$ cat config.mk
export PLATFORM = sky130hd
export DESIGN_NAME = tx_relatorio_elevador_flat
export DESIGN_NICKNAME = d
export VERILOG_FILES = /design/src/rtl/tx_relatorio_elevador_pkg.sv /design/src/rtl/tx_relatorio_elevador_if.sv /design/src/rtl/tx_relatorio_elevador_tx_serial.sv /design/src/rtl/tx_relatorio_elevador.sv /design/src/flat_wrapper.sv
export SDC_FILE = /design/constraint.sdc
export NUM_CORES = 1
export LEC_CHECK = 0
export ABC_CLOCK_PERIOD_IN_PS = 1800
export CAP_MARGIN = 20
export CORE_MARGIN = 1.5
export CORE_UTILIZATION = 26
export DETAILED_ROUTE_END_ITERATION = 8
export HOLD_SLACK_MARGIN = 0.06
export PLACE_DENSITY = 0.43
export SKIP_LAST_GASP = 1
export SLEW_MARGIN = 20
export SYNTH_ARGS = -nofsm -noshare
export SYNTH_HDL_FRONTEND = slang
export SYNTH_SLANG_ARGS = --single-unit
$ cat constraint.sdc
create_clock -name clock -period 1.8 [get_ports clock]
set_input_delay 0.54 -clock clock [delete_from_list [all_inputs] [get_ports clock]]
set_output_delay 0.54 -clock clock [all_outputs]
set_load 0.02 [all_outputs]
$ cat src/rtl/tx_relatorio_elevador_pkg.sv
// Shared constants, state encodings and byte builders for the elevator status reporter.
// The TX_CHECKSUM_EN macro adds the CHECKSUM state encoding.
package tx_relatorio_elevador_pkg;

  localparam int BAUD_PADRAO = 434;

  localparam logic [1:0] MARCA_CABECALHO = 2'b11;
  localparam logic [1:0] MARCA_SLOT      = 2'b01;

  typedef enum logic [3:0] {
    REPOUSO      = 4'd0,
    CABECALHO    = 4'd1,
    PREP_SLOT    = 4'd2,
    CARREGA_SLOT = 4'd3,
    ESPERA_TX    = 4'd4,
`ifdef TX_CHECKSUM_EN
    CHECKSUM     = 4'd5,
`endif
    FIM          = 4'd6
  } estado_t;

  typedef enum logic [1:0] {
    UART_OCIOSO = 2'd0,
    UART_INICIO = 2'd1,
    UART_DADOS  = 2'd2,
    UART_PARADA = 2'd3
  } estado_uart_t;

  function automatic logic [7:0] montaCabecalho(input logic [1:0] andar);
    return {MARCA_CABECALHO, 4'b0000, andar};
  endfunction

  // Only the two low index bits travel in the byte, mirroring the receiver format.
  function automatic logic [7:0] montaSlot(input logic [1:0] tipo,
                                           input logic [1:0] destino,
                                           input logic [4:0] indice);
    return {MARCA_SLOT, tipo, destino, indice[1:0]};
  endfunction

endpackage

$ cat src/rtl/tx_relatorio_elevador_if.sv
// Request/status bundle of the elevator status reporter: request, floor, contents RAM
// read port, serial line and status flags.
interface tx_relatorio_elevador_if;
  logic       enviar;
  logic [1:0] andar_atual;
  logic [1:0] slot_tipo;
  logic [1:0] slot_destino;
  logic [3:0] slot_addr;
  logic       TX;
  logic       ocupado;
  logic       pronto;
  logic [3:0] db_estado;

  modport master (
    output enviar, andar_atual, slot_tipo, slot_destino,
    input  slot_addr, TX, ocupado, pronto, db_estado
  );

  modport slave (
    input  enviar, andar_atual, slot_tipo, slot_destino,
    output slot_addr, TX, ocupado, pronto, db_estado
  );
endinterface

$ cat src/rtl/tx_relatorio_elevador_tx_serial.sv
// 8N1 serial transmitter: one start bit, eight data bits LSB first, one stop bit,
// each held CLKS_PER_BIT cycles by a down-counting bit timer.
module tx_serial_8N1
  import tx_relatorio_elevador_pkg::*;
#(
  parameter int CLKS_PER_BIT = BAUD_PADRAO
) (
  input  logic       clock,
  input  logic       reset,
  input  logic       partida,
  input  logic [7:0] dados,
  output logic       saida_serial,
  output logic       pronto
);

  localparam int TW = $clog2(CLKS_PER_BIT + 1);
  localparam logic [TW-1:0] CARGA = TW'(CLKS_PER_BIT - 1);

  estado_uart_t  estadoUart;
  logic [TW-1:0] timer;
  logic [2:0]    indiceBit;
  logic [7:0]    registro;

  // Done is decoded during the final stop-bit cycle so the caller can react on that same edge.
  assign pronto = (estadoUart == UART_PARADA) && (timer == '0);

  always_ff @(posedge clock) begin
    if (reset) begin
      estadoUart   <= UART_OCIOSO;
      timer        <= '0;
      indiceBit    <= '0;
      registro     <= '0;
      saida_serial <= 1'b1;
    end else begin
      case (estadoUart)
        UART_OCIOSO: begin
          saida_serial <= 1'b1;
          if (partida) begin
            registro     <= dados;
            saida_serial <= 1'b0;
            timer        <= CARGA;
            estadoUart   <= UART_INICIO;
          end
        end
        UART_INICIO: begin
          if (timer == '0) begin
            saida_serial <= registro[0];
            indiceBit    <= '0;
            timer        <= CARGA;
            estadoUart   <= UART_DADOS;
          end else begin
            timer <= timer - TW'(1);
          end
        end
        UART_DADOS: begin
          if (timer == '0) begin
            timer <= CARGA;
            if (indiceBit == 3'd7) begin
              saida_serial <= 1'b1;
              estadoUart   <= UART_PARADA;
            end else begin
              registro     <= {1'b0, registro[7:1]};
              saida_serial <= registro[1];
              indiceBit    <= indiceBit + 3'd1;
            end
          end else begin
            timer <= timer - TW'(1);
          end
        end
        UART_PARADA: begin
          if (timer == '0) begin
            estadoUart <= UART_OCIOSO;
          end else begin
            timer <= timer - TW'(1);
          end
        end
        default: estadoUart <= UART_OCIOSO;
      endcase
    end
  end

endmodule

$ cat src/rtl/tx_relatorio_elevador.sv
// Elevator status reporter: on request sends a floor header plus one byte per contents slot
// over an 8N1 link. Define TX_CHECKSUM_EN to append an XOR checksum byte to each frame.
//
// state        | meaning
// REPOUSO      | idle, waiting for enviar
// CABECALHO    | load header byte, start UART
// PREP_SLOT    | present slot_addr to the contents RAM
// CARREGA_SLOT | sample slot data, build slot byte, start UART
// ESPERA_TX    | wait for UART done, pick next byte
// CHECKSUM     | load accumulated XOR, start UART (TX_CHECKSUM_EN only)
// FIM          | pronto high for this cycle, back to REPOUSO
module tx_relatorio_elevador
  import tx_relatorio_elevador_pkg::*;
#(
  parameter int CLKS_PER_BIT = BAUD_PADRAO,
  parameter int N_SLOTS      = 4
) (
  input logic               clock,
  input logic               reset,
  tx_relatorio_elevador_if.slave bus
);

  localparam logic [4:0] LIMITE = 5'(N_SLOTS);

  estado_t    estado;
  logic [1:0] andarLatch;
  logic [4:0] contSlot;
  logic       partidaUart;
  logic [7:0] byteUart;
  logic       fimUart;
  logic       saidaUart;
  logic       ocupadoReg;
  logic       prontoReg;
`ifdef TX_CHECKSUM_EN
  logic [7:0] acumulador;
  logic       checksumEnviado;
`endif

  tx_serial_8N1 #(.CLKS_PER_BIT(CLKS_PER_BIT)) uart (
    .clock        (clock),
    .reset        (reset),
    .partida      (partidaUart),
    .dados        (byteUart),
    .saida_serial (saidaUart),
    .pronto       (fimUart)
  );

  assign bus.slot_addr = contSlot[3:0];
  assign bus.TX        = saidaUart;
  assign bus.ocupado   = ocupadoReg;
  assign bus.pronto    = prontoReg;
  assign bus.db_estado = estado;

  always_ff @(posedge clock) begin
    if (reset) begin
      estado      <= REPOUSO;
      andarLatch  <= '0;
      contSlot    <= '0;
      partidaUart <= 1'b0;
      byteUart    <= '0;
      ocupadoReg  <= 1'b0;
      prontoReg   <= 1'b0;
`ifdef TX_CHECKSUM_EN
      acumulador      <= '0;
      checksumEnviado <= 1'b0;
`endif
    end else begin
      partidaUart <= 1'b0;
      prontoReg   <= 1'b0;
      case (estado)
        REPOUSO: begin
          if (bus.enviar) begin
            andarLatch <= bus.andar_atual;
            contSlot   <= '0;
            ocupadoReg <= 1'b1;
`ifdef TX_CHECKSUM_EN
            acumulador      <= '0;
            checksumEnviado <= 1'b0;
`endif
            estado <= CABECALHO;
          end
        end
        CABECALHO: begin
          byteUart    <= montaCabecalho(andarLatch);
          partidaUart <= 1'b1;
`ifdef TX_CHECKSUM_EN
          acumulador <= acumulador ^ montaCabecalho(andarLatch);
`endif
          estado <= ESPERA_TX;
        end
        PREP_SLOT: estado <= CARREGA_SLOT;
        CARREGA_SLOT: begin
          byteUart    <= montaSlot(bus.slot_tipo, bus.slot_destino, contSlot);
          partidaUart <= 1'b1;
          contSlot    <= contSlot + 5'd1;
`ifdef TX_CHECKSUM_EN
          acumulador <= acumulador ^ montaSlot(bus.slot_tipo, bus.slot_destino, contSlot);
`endif
          estado <= ESPERA_TX;
        end
        ESPERA_TX: begin
          if (fimUart) begin
            if (contSlot < LIMITE) begin
              estado <= PREP_SLOT;
            end
`ifdef TX_CHECKSUM_EN
            else if (!checksumEnviado) begin
              estado <= CHECKSUM;
            end
`endif
            else begin
              // pronto and ocupado switch on the edge that ends the last stop bit
              estado     <= FIM;
              prontoReg  <= 1'b1;
              ocupadoReg <= 1'b0;
            end
          end
        end
`ifdef TX_CHECKSUM_EN
        CHECKSUM: begin
          byteUart        <= acumulador;
          partidaUart     <= 1'b1;
          checksumEnviado <= 1'b1;
          estado          <= ESPERA_TX;
        end
`endif
        FIM:     estado <= REPOUSO;
        default: estado <= REPOUSO;
      endcase
    end
  end

endmodule

$ cat src/flat_wrapper.sv
// flat-port wrapper written by rule: the top's interface ports become plain ports
module tx_relatorio_elevador_flat import tx_relatorio_elevador_pkg::*;
#(
  parameter int CLKS_PER_BIT = BAUD_PADRAO,
  parameter int N_SLOTS      = 4
)
  (clock, reset, bus_enviar, bus_andar_atual, bus_slot_tipo, bus_slot_destino, bus_slot_addr, bus_TX, bus_ocupado, bus_pronto, bus_db_estado);
  tx_relatorio_elevador_if bus_i ();
  input logic clock;
  input logic reset;
  input wire logic [$bits(bus_i.enviar)-1:0] bus_enviar;
  input wire logic [$bits(bus_i.andar_atual)-1:0] bus_andar_atual;
  input wire logic [$bits(bus_i.slot_tipo)-1:0] bus_slot_tipo;
  input wire logic [$bits(bus_i.slot_destino)-1:0] bus_slot_destino;
  output wire logic [$bits(bus_i.slot_addr)-1:0] bus_slot_addr;
  output wire logic [$bits(bus_i.TX)-1:0] bus_TX;
  output wire logic [$bits(bus_i.ocupado)-1:0] bus_ocupado;
  output wire logic [$bits(bus_i.pronto)-1:0] bus_pronto;
  output wire logic [$bits(bus_i.db_estado)-1:0] bus_db_estado;
  assign bus_i.enviar = bus_enviar;
  assign bus_i.andar_atual = bus_andar_atual;
  assign bus_i.slot_tipo = bus_slot_tipo;
  assign bus_i.slot_destino = bus_slot_destino;
  assign bus_slot_addr = bus_i.slot_addr;
  assign bus_TX = bus_i.TX;
  assign bus_ocupado = bus_i.ocupado;
  assign bus_pronto = bus_i.pronto;
  assign bus_db_estado = bus_i.db_estado;
  tx_relatorio_elevador #(.CLKS_PER_BIT(CLKS_PER_BIT), .N_SLOTS(N_SLOTS)) u_core (.clock(clock), .reset(reset), .bus(bus_i));
endmodule
Yosys cells after proc, flatten, opt, wreduce, memory -nomap -nowiden
Index checks and enable logic that the tools add are counted.
{"block": "word_totals", "ff_bits": 45, "input_bits": 9, "out_inout_bits": 11, "word_cells": 94}
{"block": "op_classes", "add_sub_neg": 3, "magnitude_cmp": 1, "eq_ne": 18, "muxes": 36, "bitwise_logic": 2, "n_reduce_logical": 22}
{"op": "one-hot mux 8 bit (2 select lines)", "n": 2}
{"op": "2-to-1 mux 9 bit", "n": 3}
{"op": "one-hot mux 9 bit (3 select lines)", "n": 1}
{"op": "2-to-1 mux 8 bit", "n": 3}
{"op": "one-hot mux 4 bit (4 select lines)", "n": 1}
{"op": "!= test 2 bit (second input constant)", "n": 7}
{"op": "2-to-1 mux 3 bit", "n": 4}
{"op": "AND reduction 4 bit", "n": 3}
{"op": "2-to-1 mux 2 bit", "n": 5}
{"op": "one-hot mux 5 bit (2 select lines)", "n": 1}
{"op": "nonzero test 2 bit", "n": 5}
{"op": "logical NOT 9 bit", "n": 1}
{"op": "2-to-1 mux 1 bit", "n": 9}
{"op": "subtractor 9 x 1 -> 9 bit (second input constant)", "n": 1}
{"op": "== test 4 x 2 -> 1 bit (second input constant)", "n": 2}
{"op": "2-to-1 mux 4 bit", "n": 2}
{"op": "one-hot mux 2 bit (4 select lines)", "n": 1}
{"op": "AND reduction 2 bit", "n": 4}
{"op": "!= test 2 x 1 -> 1 bit (second input constant)", "n": 3}
{"op": "one-hot mux 3 bit (2 select lines)", "n": 1}
{"op": "adder 5 x 1 -> 5 bit (second input constant)", "n": 1}
{"op": "< comparator 5 x 3 -> 1 bit (second input constant)", "n": 1}
{"op": "2-to-1 mux 5 bit", "n": 1}
{"op": "AND reduction 5 bit", "n": 1}
{"op": "other kinds (16)", "n": 19}

Depth between registers and ports, before layout
{"block": "logic_depth", "depth_word": 4, "depth_mapped": 8, "depth_no_buf": 6}

Hierarchy
From an unflattened synthesis, not the netlist that was laid out.
{"block": "hier_totals", "cells_unflattened": 250, "area_unflattened_um2": 2273.4}
{"module": "tx_serial_8N1", "instances": 1, "cells_per_inst": 151, "area_each_um2": 1360.1, "seq_area_each_um2": 460.4}
{"module": "tx_relatorio_elevador", "instances": 1, "cells_per_inst": 99, "area_each_um2": 913.4, "seq_area_each_um2": 420.4}

Worst setup path after synthesis
Ideal clock, no wire load.
{"block": "synth_path", "kind": "register -> register", "startpoint": "register u_core.uart.estadoUart[0]", "endpoint": "register u_core.uart.timer[5]", "setup_time_ns": 0.139, "arrival_time_ns": 1.547, "t_required_ns": 1.661, "path_slack_ns": 0.114, "path_stages_with_launch": 7, "path_buffers": 0, "synth_period_minus_slack_ns": 1.686, "path_cell_list": "dfxtp_1 inv_1 ha_1 or2_2 a41o_1 o21ai_0 a221oi_1"}
{"block": "synth_between", "elab_chain_len": 3, "word_cells_on_any_way": 9, "classes_between": "5 x eq/ne; 1 x mux; 3 x reduce/logical"}
{"item": "start: declaration", "line": "tx_relatorio_elevador_tx_serial.sv:19", "rtl": "estado_uart_t estadoUart;"}
{"item": "start signal: assignment", "line": "tx_relatorio_elevador_tx_serial.sv:29", "rtl": "estadoUart <= UART_OCIOSO;"}
{"item": "start signal: assignment", "line": "tx_relatorio_elevador_tx_serial.sv:42", "rtl": "estadoUart <= UART_INICIO;"}
{"item": "start signal: assignment", "line": "tx_relatorio_elevador_tx_serial.sv:50", "rtl": "estadoUart <= UART_DADOS;"}
{"item": "== test 2 bit (tied with other cells)", "line": "tx_relatorio_elevador_tx_serial.sv:35", "rtl": "case (estadoUart)"}
{"item": "OR reduction 2 bit (no source line) (tied with other cells)"}
{"item": "one-hot mux 9 bit (3 select lines) / AND reduction 2 bit (equally long branches)"}
{"item": "end signal: assignment", "line": "tx_relatorio_elevador_tx_serial.sv:52", "rtl": "timer <= timer - TW'(1);"}
{"item": "end signal: assignment", "line": "tx_relatorio_elevador_tx_serial.sv:67", "rtl": "timer <= timer - TW'(1);"}
{"item": "end signal: assignment", "line": "tx_relatorio_elevador_tx_serial.sv:74", "rtl": "timer <= timer - TW'(1);"}
{"item": "end: declaration", "line": "tx_relatorio_elevador_tx_serial.sv:20", "rtl": "logic [TW-1:0] timer;"}
Parallel ways exist; a longest one is shown, timed or not.
A chain may end at the register's enable or synchronous reset.

Worst setup path after layout
{"block": "layout_path", "startpoint": "register u_core.uart.estadoUart[0]", "endpoint": "register u_core.uart.timer[7]"}
Same word-level chain as after synthesis.

==> results.txt <==
----------------------------------------------------
[Run status]
  Run status ... finished, final reports clean

[STA]
  Setup TNS after final layout ... 0 ns
  FMAX ... 0.565 GHz
  Headroom to the max-slew limit ... 0.588
  Worst-margin pin slew ... 0.611 ns
  Shortest period the worst path allows ... 1.77 ns
  Pins over their slew limit ... 0
  Number of failing hold endpoints at the final stage ... 0
  Final count of negative-setup-slack endpoints ... 0
  Min setup slack post-route ... 0.0315 ns
  Worst clock skew ... 0.00676 ns
  Unrepaired setup endpoints after global routing ... yes
  Ratio of final minimum period to clock period ... 0.982

[Global routing]
  Largest net degree at the start of global routing ... 45
  Overall Global Routing Usage ... 0.116
  Total grt overflow ... 0
  Via count of the first global-routing pass ... 1883
  Global-route wire length before repair ... 9130 um
  Antenna violations before repair ... 0

[Critical path]
  Highest cell delay on the worst timing path ... 0.36 ns
  Depth of the worst register-to-register path ... 6
  Worst Path Class, Setup ... reg2reg
  Kind of end point of the critical path ... flop
  Source of the critical timing path ... u_core.uart.estadoUart[0]
  Worst reg-to-reg setup slack ... 0.03 ns
  Category of cells accounting for the largest share of critical-path delay ... compound AO/OA/AOI/OAI gates
  Data arrival, critical path ... 1.94 ns
  Required time at the endpoint of the critical path ... 1.97 ns
  Largest fanout of any net on the critical path ... 4
  Number of gates on the worst path with buffers counted ... 6
  RR Endpoint ... u_core.uart.timer[7]
  Bufs and invs on worst path ... 1
  Capturing instance or port of the critical path ... u_core.uart.timer[7]
  Startpoint type of the worst setup path ... flop
  Reg2Reg Launch Point ... u_core.uart.estadoUart[0]
  List of cells traversed by the critical path ... inv_1 -> ha_1 -> or2_2 -> a41o_1 -> o21ai_0 -> a221oi_1
  Cell with the largest stage delay on the worst path ... dfxtp_2

[Logic synthesis]
  Register area share after synthesis ... 0.386
  Distinct cell type count of the synthesized netlist ... 53
  Fraction of synthesis flops using an asynchronous set or reset pin ... 0
  Syn nets ... 274
  Synthesis-stage register bit count ... 44
  Summed instance area of the synthesized netlist ... 2280 um^2
  Commonest register cell after synthesis ... dfxtp_1
  Warnings, synthesis ... 0
  Count of flip-flops with a built-in enable after synthesis ... 0
  Average size of a mapped cell ... 8.88 um^2
  Mapped Cells ... 257

[Place]
  DP Cell Count ... 391
  Number of buffer cells added on primary ports ... 18
  Worst setup slack after placement ... -0.00585 ns
  Final estimated routing congestion in global placement ... 0.811
  HPWL reported at the end of detailed placement ... 3710 um
  Placed instance area ... 2760 um^2

[Floorplanning]
  DIE AREA ... 9350 um^2
  Placeable core area ... 8340 um^2
  Chip Height ... 96.7 um
  # IOs ... 20
  Floorplan row count ... 33
  Starting Density ... 0.274
  Width of the die ... 96.7 um

[Min path]
  Tightest Hold Check Type ... reg2reg

[Route]
  Iteration-0 DRC count of the detailed router ... 94
  Total via count after detailed routing ... 1972
  Overall routed net length ... 5270 um
  Routed length per instance ... 13.2 um
  Number of DRC violations after detailed routing ... 0
  Vias/cell ... 4.94
  Count of nets left with antenna violations after detail routing ... 0
  Detailed-routing iteration count for the pre-antenna-repair pass ... 4

[Pwr]
  Pwr/cell area ... 1580 nW/um^2
  Largest vdd supply drop ... 0.461 mV
  Standby leakage power ... 1.11 nW

[Clock tree]
  Clock root buffer ... clkbuf_8
  TritonCTS Buffers ... 5
  CTS tree ... yes
  Count of clock tree sinks ... 44
  Latest clock arrival within the worst-skew pair ... 0.30 ns
  Setup bufs post-CTS ... 0
  Quantity of hold-fixing buffers added after cts ... 0
  Maximum buffer depth of the clock tree ... 2
  Clock input transition at the sequential cells of the worst setup and hold paths ... 0.09 ns
  H-Tree Depth ... 2

[Finish]
  Combined area of the multi-input logic cells ... 1300 um^2
  Most common library cell in the layout ignoring fill and taps ... dfxtp_1
  Commonest cells after routing, fill and taps aside ... 42 x dfxtp_1, 30 x buf_4, 26 x nor2_1
  Final Instance Count excl. Fillers ... 399
  Number of antenna repair diodes ... 0
  Flip-flop and latch area ... 883 um^2
  Final standard cell utilization of the core ... 0.350
  Syn-to-layout area delta ... 28.0%
  Fraction of layout cells with a size suffix above 1 ... 0.201
  Filler cell count in the final layout ... 910
  Design Area, Final ... 2920 um^2
  Total Nets Final ... 310

[Flow run]
  Total of max-cap violations ... 0

----------------------------------------------------
metrics by stage:
stage,power [W],hold slack [ns]
2_1_floorplan,0.00287,0.431
3_3_place_gp,0.00371,0.445
3_5_place_dp,0.00370,0.451
4_1_cts,0.00454,0.465
5_1_grt,0.00496,0.479
6_report,0.00462,0.462
cells in the mapped netlist (5+ instances only):
| library cell | count | area, um^2 |
|---|---|---|
| nand2_1 | 12 | 45.0 |
| ha_1 | 8 | 100 |
| a311oi_1 | 7 | 61.3 |
| a41oi_1 | 5 | 43.8 |
| nand3_1 | 9 | 45.0 |
| nand2b_1 | 8 | 50.1 |
| nor3_1 | 5 | 25.0 |
| inv_1 | 8 | 30.0 |
| buf_4 | 7 | 52.6 |
| a21oi_1 | 24 | 120 |
| mux2i_1 | 15 | 150 |
| nor2_1 | 26 | 97.6 |
| o21ai_0 | 6 | 30.0 |
| dfxtp_1 | 44 | 881 |
| nor2b_1 | 6 | 37.5 |
| clkbuf_1 | 10 | 37.5 |
logic make-up after synthesis:
logic type	synth area share
fa+ha+maj	0.0439
other cells	0.00164
compound gates	0.232
mux	0.0658
flops	0.386
simple gates	0.206
buf+inv	0.0652
state kept, by name, summed over array words and instances, names as in the netlist, 2 cells and up:
| name | flops |
|---|---|
| u_core.uart.estadoUart | 2 |
| u_core.uart.registro | 8 |
| u_core.byteUart | 8 |
| u_core.bus.db_estado | 3 |
| u_core.uart.timer | 9 |
| u_core.uart.indiceBit | 3 |
| u_core.andarLatch | 2 |
| u_core.contSlot | 5 |
power by group:
group / switching, W / total, W / internal (W)
combinational: 0.00128 / 0.00247 / 0.00118
sequential: 0.000160 / 0.00134 / 0.00118
clock: 0.000364 / 0.000819 / 0.000454
total: 0.00181 / 0.00462 / 0.00282
worst min path at each step:
stage | from | to | slack, ns | depth (start not counted)
finish | u_core.byteUart[3] | u_core.byteUart[3] | 0.46 | 2
global route | u_core.byteUart[2] | u_core.byteUart[2] | 0.48 | 2
CTS | u_core.byteUart[2] | u_core.byteUart[2] | 0.47 | 2
detailed placement | u_core.byteUart[2] | u_core.byteUart[2] | 0.45 | 2
global placement | u_core.byteUart[4] | u_core.byteUart[4] | 0.45 | 2
floorplan | u_core.byteUart[2] | u_core.byteUart[2] | 0.43 | 2
worst register-to-register path, stage by stage (launching register included):
cell,delay [ns]
dfxtp_2,0.36
inv_1,0.06
ha_1,0.33
or2_2,0.35
a41o_1,0.27
o21ai_0,0.18
a221oi_1,0.10
metal layers:
| layer | part of all wire | track usage | vias to the layer above |
|---|---|---|---|
| met5 | 0 | 0 | - |
| met4 | 0.0084 | 0.0301 | 0 |
| met3 | 0.027 | 0.0224 | 5 |
| met2 | 0.46 | 0.192 | 23 |
| met1 | 0.50 | 0.154 | 928 |
| li1 | - | - | 1016 |
final cells by class:
class | count | area share
clock buffer | 6 | 0.0283
clock inverter | 2 | 0.0133
inverter | 8 | 0.0103
multi-input combinational | 183 | 0.444
sequential | 44 | 0.302
tap | 105 | 0.0450
timing repair buffer | 51 | 0.157
timing repair:
action	in CTS	in global routing
setup endpoints to repair	10	15
pin swaps	0	1
resized for setup	10	7
No activity file was read; power rests on OpenSTA's default activity.
